$ cat config.mk
export PLATFORM = sky130hd
export DESIGN_NAME = bcd_to_bin_seq
export DESIGN_NICKNAME = d
export VERILOG_FILES = /design/src/rtl/bcd_pkg.sv /design/src/rtl/bcd_to_bin_seq_sub3.sv /design/src/rtl/bcd_to_bin_seq.sv
export SDC_FILE = /design/constraint.sdc
export NUM_CORES = 1
export LEC_CHECK = 0
export ABC_AREA = 1
export CAP_MARGIN = 20
export CORE_MARGIN = 3
export CORE_UTILIZATION = 55
export CTS_BUF_LIST = sky130_fd_sc_hd__clkbuf_8
export DETAILED_ROUTE_END_ITERATION = 7
export PLACE_DENSITY = 0.82
export SETUP_SLACK_MARGIN = 0.2
export SYNTH_ARGS = -nofsm -noshare
export SYNTH_HDL_FRONTEND = slang
export SYNTH_SLANG_ARGS = --single-unit
$ cat constraint.sdc
create_clock -name CLOCK_50 -period 1.25 [get_ports CLOCK_50]
set_input_delay 0.25 -clock CLOCK_50 [delete_from_list [all_inputs] [get_ports CLOCK_50]]
set_output_delay 0.25 -clock CLOCK_50 [all_outputs]
set_load 0.05 [all_outputs]
$ cat src/rtl/bcd_pkg.sv
// -----------------------------------------------------------------------------
// bcd_pkg
// Shared constants and types for the sequential BCD-to-binary converter.
//   DEF_DIGITS / DEF_BIN_W : default digit count and binary width
//   BCD_MAX_DIGIT          : largest legal BCD digit value
//   CORR_THRESH            : digit value at or above which 3 is subtracted
//   state_t, ST_IDLE/ST_SHIFT : FSM state type and encodings
//   cnt_width()            : iteration-counter width for a given BIN_W
// -----------------------------------------------------------------------------
package bcd_pkg;

  localparam int DEF_DIGITS = 3;
  localparam int DEF_BIN_W  = 10;

  localparam logic [3:0] BCD_MAX_DIGIT = 4'd9;
  localparam logic [3:0] CORR_THRESH   = 4'd8;

  typedef logic [0:0] state_t;
  localparam state_t ST_IDLE  = 1'b0;
  localparam state_t ST_SHIFT = 1'b1;

  // The counter must be able to hold the value BIN_W.
  function automatic int cnt_width(input int bin_w);
    return $clog2(bin_w + 1);
  endfunction

  localparam int DEF_CNT_W = cnt_width(DEF_BIN_W);

endpackage

$ cat src/rtl/bcd_to_bin_seq_sub3.sv
// -----------------------------------------------------------------------------
// sub3
// Single-digit corrector for reverse double-dabble: after a right shift, a
// digit that reads 8 or more has picked up a "half ten" (8 instead of 5) from
// the digit above, so 3 is subtracted. Purely combinational, 4-bit, no carry.
//   i_digit : digit after the shift
//   o_digit : corrected digit
// -----------------------------------------------------------------------------
module sub3
  import bcd_pkg::*;
(
  input  logic [3:0] i_digit,
  output logic [3:0] o_digit
);

  assign o_digit = (i_digit >= CORR_THRESH) ? (i_digit - 4'd3) : i_digit;

endmodule

$ cat src/rtl/bcd_to_bin_seq.sv
// -----------------------------------------------------------------------------
// bcd_to_bin_seq
// Iterative BCD-to-binary converter (reverse double-dabble, one bit per clock).
//
// Ports:
//   CLOCK_50  : system clock, rising edge
//   reset     : asynchronous, active-high reset
//   start     : conversion request, only looked at while idle
//   bcd_in    : packed BCD, digit 0 (ones) in [3:0]
//   busy      : conversion in progress
//   done      : one-cycle completion pulse
//   err       : invalid-digit flag, valid with done, held until the next start
//   bin_out   : binary result, held until the next completion
//   dbg_state : current FSM state (ST_IDLE / ST_SHIFT)
//
// Handshake: a request is accepted on any rising edge where the block is idle
// and start=1 (this includes the cycle where done=1). bcd_in is captured on
// that edge only. busy rises after the accepting edge and falls on the edge
// that raises done; busy and done are never high together. start while busy
// is ignored.
//
// Build option: define BCD2BIN_CHECK_EN to flag digits above 9 at capture;
// a flagged conversion still runs all BIN_W steps, then reports err=1 with
// bin_out=0. Without it err is tied low and invalid digits pass through the
// algorithm unchecked.
// -----------------------------------------------------------------------------
module bcd_to_bin_seq
  import bcd_pkg::*;
#(
  parameter int DIGITS = DEF_DIGITS,
  parameter int BIN_W  = DEF_BIN_W
) (
  input  logic                  CLOCK_50,
  input  logic                  reset,
  input  logic                  start,
  input  logic [4*DIGITS-1:0]   bcd_in,
  output logic                  busy,
  output logic                  done,
  output logic                  err,
  output logic [BIN_W-1:0]      bin_out,
  output state_t                dbg_state
);

  localparam int DW    = 4 * DIGITS;
  localparam int CNT_W = cnt_width(BIN_W);
  localparam logic [CNT_W-1:0] LAST_CNT = CNT_W'(BIN_W - 1);

  state_t             r_state;
  logic [DW-1:0]      r_digits;
  logic [BIN_W-1:0]   r_bin;
  logic [CNT_W-1:0]   r_cnt;
  logic               r_busy;
  logic               r_done;
  logic [BIN_W-1:0]   r_bin_out;

  logic [DW+BIN_W-1:0] w_shifted;
  logic [DW-1:0]       w_digits_corr;
  logic [BIN_W-1:0]    w_bin_sh;
  logic                w_capture;
  logic                w_finish;
  logic [BIN_W-1:0]    w_result;

  assign w_capture = (r_state == ST_IDLE) && start;
  assign w_finish  = (r_state == ST_SHIFT) && (r_cnt == LAST_CNT);

  // The digit register and the binary register form one long shift chain:
  // the ones digit's LSB falls into the binary MSB on every step.
  assign w_shifted = {r_digits, r_bin} >> 1;
  assign w_bin_sh  = w_shifted[BIN_W-1:0];

  for (genvar g = 0; g < DIGITS; g++) begin : g_corr
    sub3 u_sub3 (
      .i_digit (w_shifted[BIN_W + 4*g +: 4]),
      .o_digit (w_digits_corr[4*g +: 4])
    );
  end

`ifdef BCD2BIN_CHECK_EN
  logic r_invalid;
  logic r_err;
  logic w_bad_digit;

  always_comb begin
    w_bad_digit = 1'b0;
    for (int k = 0; k < DIGITS; k++) begin
      if (bcd_in[4*k +: 4] > BCD_MAX_DIGIT) w_bad_digit = 1'b1;
    end
  end

  // The flag is only latched at capture; the conversion itself is unaffected.
  always_ff @(posedge CLOCK_50 or posedge reset) begin
    if (reset) begin
      r_invalid <= 1'b0;
      r_err     <= 1'b0;
    end else if (w_capture) begin
      r_invalid <= w_bad_digit;
      r_err     <= 1'b0;
    end else if (w_finish) begin
      r_err     <= r_invalid;
    end
  end

  assign w_result = r_invalid ? '0 : w_bin_sh;
  assign err      = r_err;
`else
  assign w_result = w_bin_sh;
  assign err      = 1'b0;
`endif

  always_ff @(posedge CLOCK_50 or posedge reset) begin
    if (reset) begin
      r_state   <= ST_IDLE;
      r_digits  <= '0;
      r_bin     <= '0;
      r_cnt     <= '0;
      r_busy    <= 1'b0;
      r_done    <= 1'b0;
      r_bin_out <= '0;
    end else begin
      r_done <= 1'b0;
      if (r_state == ST_IDLE) begin
        if (w_capture) begin
          r_digits <= bcd_in;
          r_bin    <= '0;
          r_cnt    <= '0;
          r_busy   <= 1'b1;
          r_state  <= ST_SHIFT;
        end
      end else begin
        r_digits <= w_digits_corr;
        r_bin    <= w_bin_sh;
        r_cnt    <= r_cnt + CNT_W'(1);
        // Result is taken from the post-shift value of the final step.
        if (w_finish) begin
          r_bin_out <= w_result;
          r_done    <= 1'b1;
          r_busy    <= 1'b0;
          r_state   <= ST_IDLE;
        end
      end
    end
  end

  assign busy      = r_busy;
  assign done      = r_done;
  assign bin_out   = r_bin_out;
  assign dbg_state = r_state;

endmodule

==> out/qor.txt, run 1 <==
outcome -> did not finish
last stage reached -> 5_1_grt
Error -> [ERROR DPL-0038] Utilization greater than 100%, impossible to legalize
Post-DP HPWL -> 2.62 mm
share of the synthesized area in the top cell type -> 0.533
area leader, netlist -> dfrtp_1
Horiz. Die Dim -> 62.9 um
Yosys warning count -> 0
Distinct cells, synth -> 17
CTS Buffer Depth -> 2
Synth Register Bits -> 38
root buf cell -> clkbuf_8
GP Congestion -> 0.766
Die Y -> 62.9 um
worst endpoint after global-route timing repair -> r_bin[9]$_DFFE_PP0P_/D
Ports -> 29
largest net degree at the start of global routing -> 39
# port buffers -> 27
sequential share of the synthesized area -> 0.533
CTS sink cnt -> 38
placed insts -> 293
cell count after synthesis -> 221
mean post-synth cell area -> 8.07 um^2
cts bufs inserted -> 5
netlist area before placement -> 1780 um^2
FP Rows -> 20
worst endpoint type -> sequential cell input
Synth area leaders -> dfrtp_1, nand2_1, nand3_1
H-tree depth -> 2
pre-CTS WS -> -354 ps
Initial Util -> 0.579
Synthesized Nets -> 242
==> cell families after synthesis <==
family	Yosys count	synth area share
and+or+nand+nor	123	0.284
AOI/OAI and AO/OA	12	0.0393
DFF	38	0.533
adders and majority gates	6	0.0421
buffers and inverters	41	0.0996
other	1	0.00210
==> cells in the mapped netlist <==
library cell and instances:
nand2_1 81, inv_2 3, nor2_2 1, a21oi_1 1, nand3_1 28, o21ai_0 2, dfrtp_1 38, buf_4 5
o22ai_1 8, nand3b_1 1, o21ai_1 1, conb_1 1, inv_1 29, nor2_1 11, nand4_1 1, buf_2 4
ha_1 6
==> metrics by stage <==
step,utilization,setup TNS [ps],cell area [um^2]
detailed placement,0.740,-6080,2280
floorplan,-,0,1810
global placement,0.740,-5700,2280
CTS,0.892,0,2750
==> what timing repair did <==
action                                  in CTS
cloned                                       4
buffers inserted                            20
endpoints found under the hold margin        0
pin swaps                                   14
endpoints found under the setup margin      50
hold buffers                                 0
gates resized for setup                     51
==> run 2, diff against run 1 <==
--- a/config.mk
+++ b/config.mk
@@ -8,11 +8,9 @@
 export ABC_AREA = 1
 export CAP_MARGIN = 20
 export CORE_MARGIN = 3
-export CORE_UTILIZATION = 55
-export CTS_BUF_LIST = sky130_fd_sc_hd__clkbuf_8
+export CORE_UTILIZATION = 40
 export DETAILED_ROUTE_END_ITERATION = 7
-export PLACE_DENSITY = 0.82
-export SETUP_SLACK_MARGIN = 0.2
+export PLACE_DENSITY_LB_ADDON = 0.15
 export SYNTH_ARGS = -nofsm -noshare
 export SYNTH_HDL_FRONTEND = slang
 export SYNTH_SLANG_ARGS = --single-unit
==> out/qor.txt, run 2 <==
share of the synthesized area in the top cell type -> 0.533 (unchanged)
Post-synth EDFFs -> 0 (unchanged)
mean post-synth cell area -> 8.07 um^2 (unchanged)
Most used DFF post-synth -> dfrtp_1 (unchanged)
combinational share of power -> 0.516
vias in the first global route -> 1,390
# port buffers -> 27 (unchanged)
initial DRC count -> 61
Synth Register Bits -> 38 (unchanged)
critical path required time -> 1000 ps
worst-skew pair later-pin latency -> 290 ps
Max-cap violations -> 0
max-slew violation count -> 0
Final Hold Slack -> 309 ps
netlist area before placement -> 1780 um^2 (unchanged)
P&R area growth vs syn -> 39.2%
Reg2Reg Setup Slack -> 80 ps
vias per cell -> 4.63
fraction of registers with async set/reset -> 1.00 (unchanged)
ANT cells -> 0
die area -> 5290 um^2
Biggest register -> r_digits
count leader, synth -> nand2_1 (unchanged)
Final nets -> 290
crit path DAT -> 980 ps
Die Y -> 72.8 um (was 62.9 um)
share of layout cells above drive strength 1 -> 0.174
sequential share of the synthesized area -> 0.533 (unchanged)
first-pass GRT wire length -> 6.18 mm
area leader, netlist -> dfrtp_1 (unchanged)
FP Rows -> 23 (was 20)
CTS tree -> built
LEAKAGE -> 1.30 nW
Fmax -> 811 MHz
Max VDD drop -> 0.00116 V
Synthesized Nets -> 242 (unchanged)
Crit. End Element -> primary output
cts bufs inserted -> 5 (unchanged)
outcome -> finished, final reports clean (was did not finish)
hold buffers post-CTS -> 0 (unchanged)
Antenna Nets Post-Route -> 0
crit path time final -> 1230 ps
crit path kind -> reg2out
Setup Skew -> 5.64 ps
routed wire length -> 3.65 mm
Distinct cells, synth -> 17 (unchanged)
placed insts -> 305 (was 293)
RSZ-0062 raised after global routing -> true
CTS Buffer Depth -> 2 (unchanged)
Ports -> 29 (unchanged)
Horiz. Die Dim -> 72.8 um (was 62.9 um)
Worst-path clk slew -> 70 ps
H-tree depth -> 2 (unchanged)
root buf cell -> clkbuf_8 (unchanged)
commonest non-fill, non-tap cell in the layout -> nand2_1
Synth top cells by count -> nand2_1, dfrtp_1, inv_1 (unchanged)
Sw Ratio -> 0.408
Worst R2R Start -> dbg_state
final period utilization -> 0.987
Hold Vio Cnt, Final -> 0
most frequent cells in the layout -> nand2_1, dfrtp_1, inv_1
CTS sink cnt -> 38 (unchanged)
DR WL/cell -> 11.4 um
Core ar. -> 4140 um^2
Total Power -> 6.04 mW
max reg flops -> 12
gr ovfl total -> 0
largest net degree at the start of global routing -> 39
crit path max fanout -> 6
Final TNS setup -> 0 ps
Internal -> 3.58 mW
GP Congestion -> 0.800 (was 0.766)
Post-DP HPWL -> 2.56 mm (was 2.62 mm)
sw power -> 2.47 mW
power per cell area -> 2440 nW/um^2
crit path launch -> dbg_state
vias -> 1,481
crit path launch type -> register
GRT Total Usage -> 0.152
hold crit path type -> in2async
cell count after synthesis -> 221 (unchanged)
Finish-stage setup viols -> 0
Yosys warning count -> 0 (unchanged)
Initial Util -> 0.430 (was 0.579)
initial antenna violation count -> 0
clock power share -> 0.132
Synth area leaders -> dfrtp_1, nand2_1, nand3_1 (unchanged)
Seq pwr share -> 0.353
Worst R2R Path Depth -> 5
DR pass1 iterations -> 4
DR DRC count -> 0
Final Util -> 0.599
final non-filler cell total -> 320
## run 2: logic make-up after synthesis
group	after synthesis	synth area share
buffers and inverters	41	0.0996
adders and majority gates	6	0.0421
AOI/OAI and AO/OA	12	0.0393
other	1	0.00210
and+or+nand+nor	123	0.284
DFF	38	0.533
## run 2: metal layers
| metal | GRT usage | vias to the layer above | share of wire |
|---|---|---|---|
| li1 | - | 778 | - |
| met1 | 0.200 | 673 | 0.48 |
| met2 | 0.230 | 24 | 0.46 |
| met3 | 0.0579 | 6 | 0.047 |
| met4 | 0.0492 | 0 | 0.014 |
| met5 | 0 | - | 0 |
## run 2: cell type report
class | instances | area, um^2
timing repair buffer | 50 | 597
inverter | 32 | 123
multi-input combinational | 142 | 667
clock buffer | 8 | 80.1
sequential | 38 | 952
tap | 50 | 62.6
fill | 376 | 1660
## run 2: final timing paths
| path | end |
|---|---|
| max reg2reg | r_bin[7] |
| min in group CLOCK_50 | r_digits[10] |
| min reg2reg | r_digits[10] |
| min | r_bin[6] |
| max | dbg_state |
| max in group asynchronous | dbg_state |
## run 2: critical path, cell delays in order (launching register included)
cell and delay, ps:
dfrtp_2 410, buf_6 140, buf_12 140
## run 2: power by group through the flow
stage | sequential (mW) | clock [mW] | combinational (mW)
6_report | 2.13 | 0.796 | 3.12
5_1_grt | 2.20 | 0.891 | 3.39
4_1_cts | 2.13 | 0.831 | 3.00
3_5_place_dp | 2.17 | 0 | 2.94
3_3_place_gp | 2.15 | 0 | 2.91
2_1_floorplan | 2.63 | 0 | 1.17
## run 2: repair_timing
item,in CTS,in global routing
setup endpoints to repair,7,20
pin swaps,0,0
gates resized for setup,2,5
buffers inserted,1,6
cloned,0,0
## run 2: metrics by stage
step                      setup WS [ps]  area, um^2
final                              16.5        2480
after global routing              -17.1        2480
after detailed placement          -90.0        2320
after CTS                          2.94        2420
after floorplan                    22.3        1790
after global placement            -78.4        2320
Note: power is estimated with default switching activity, not from simulation.
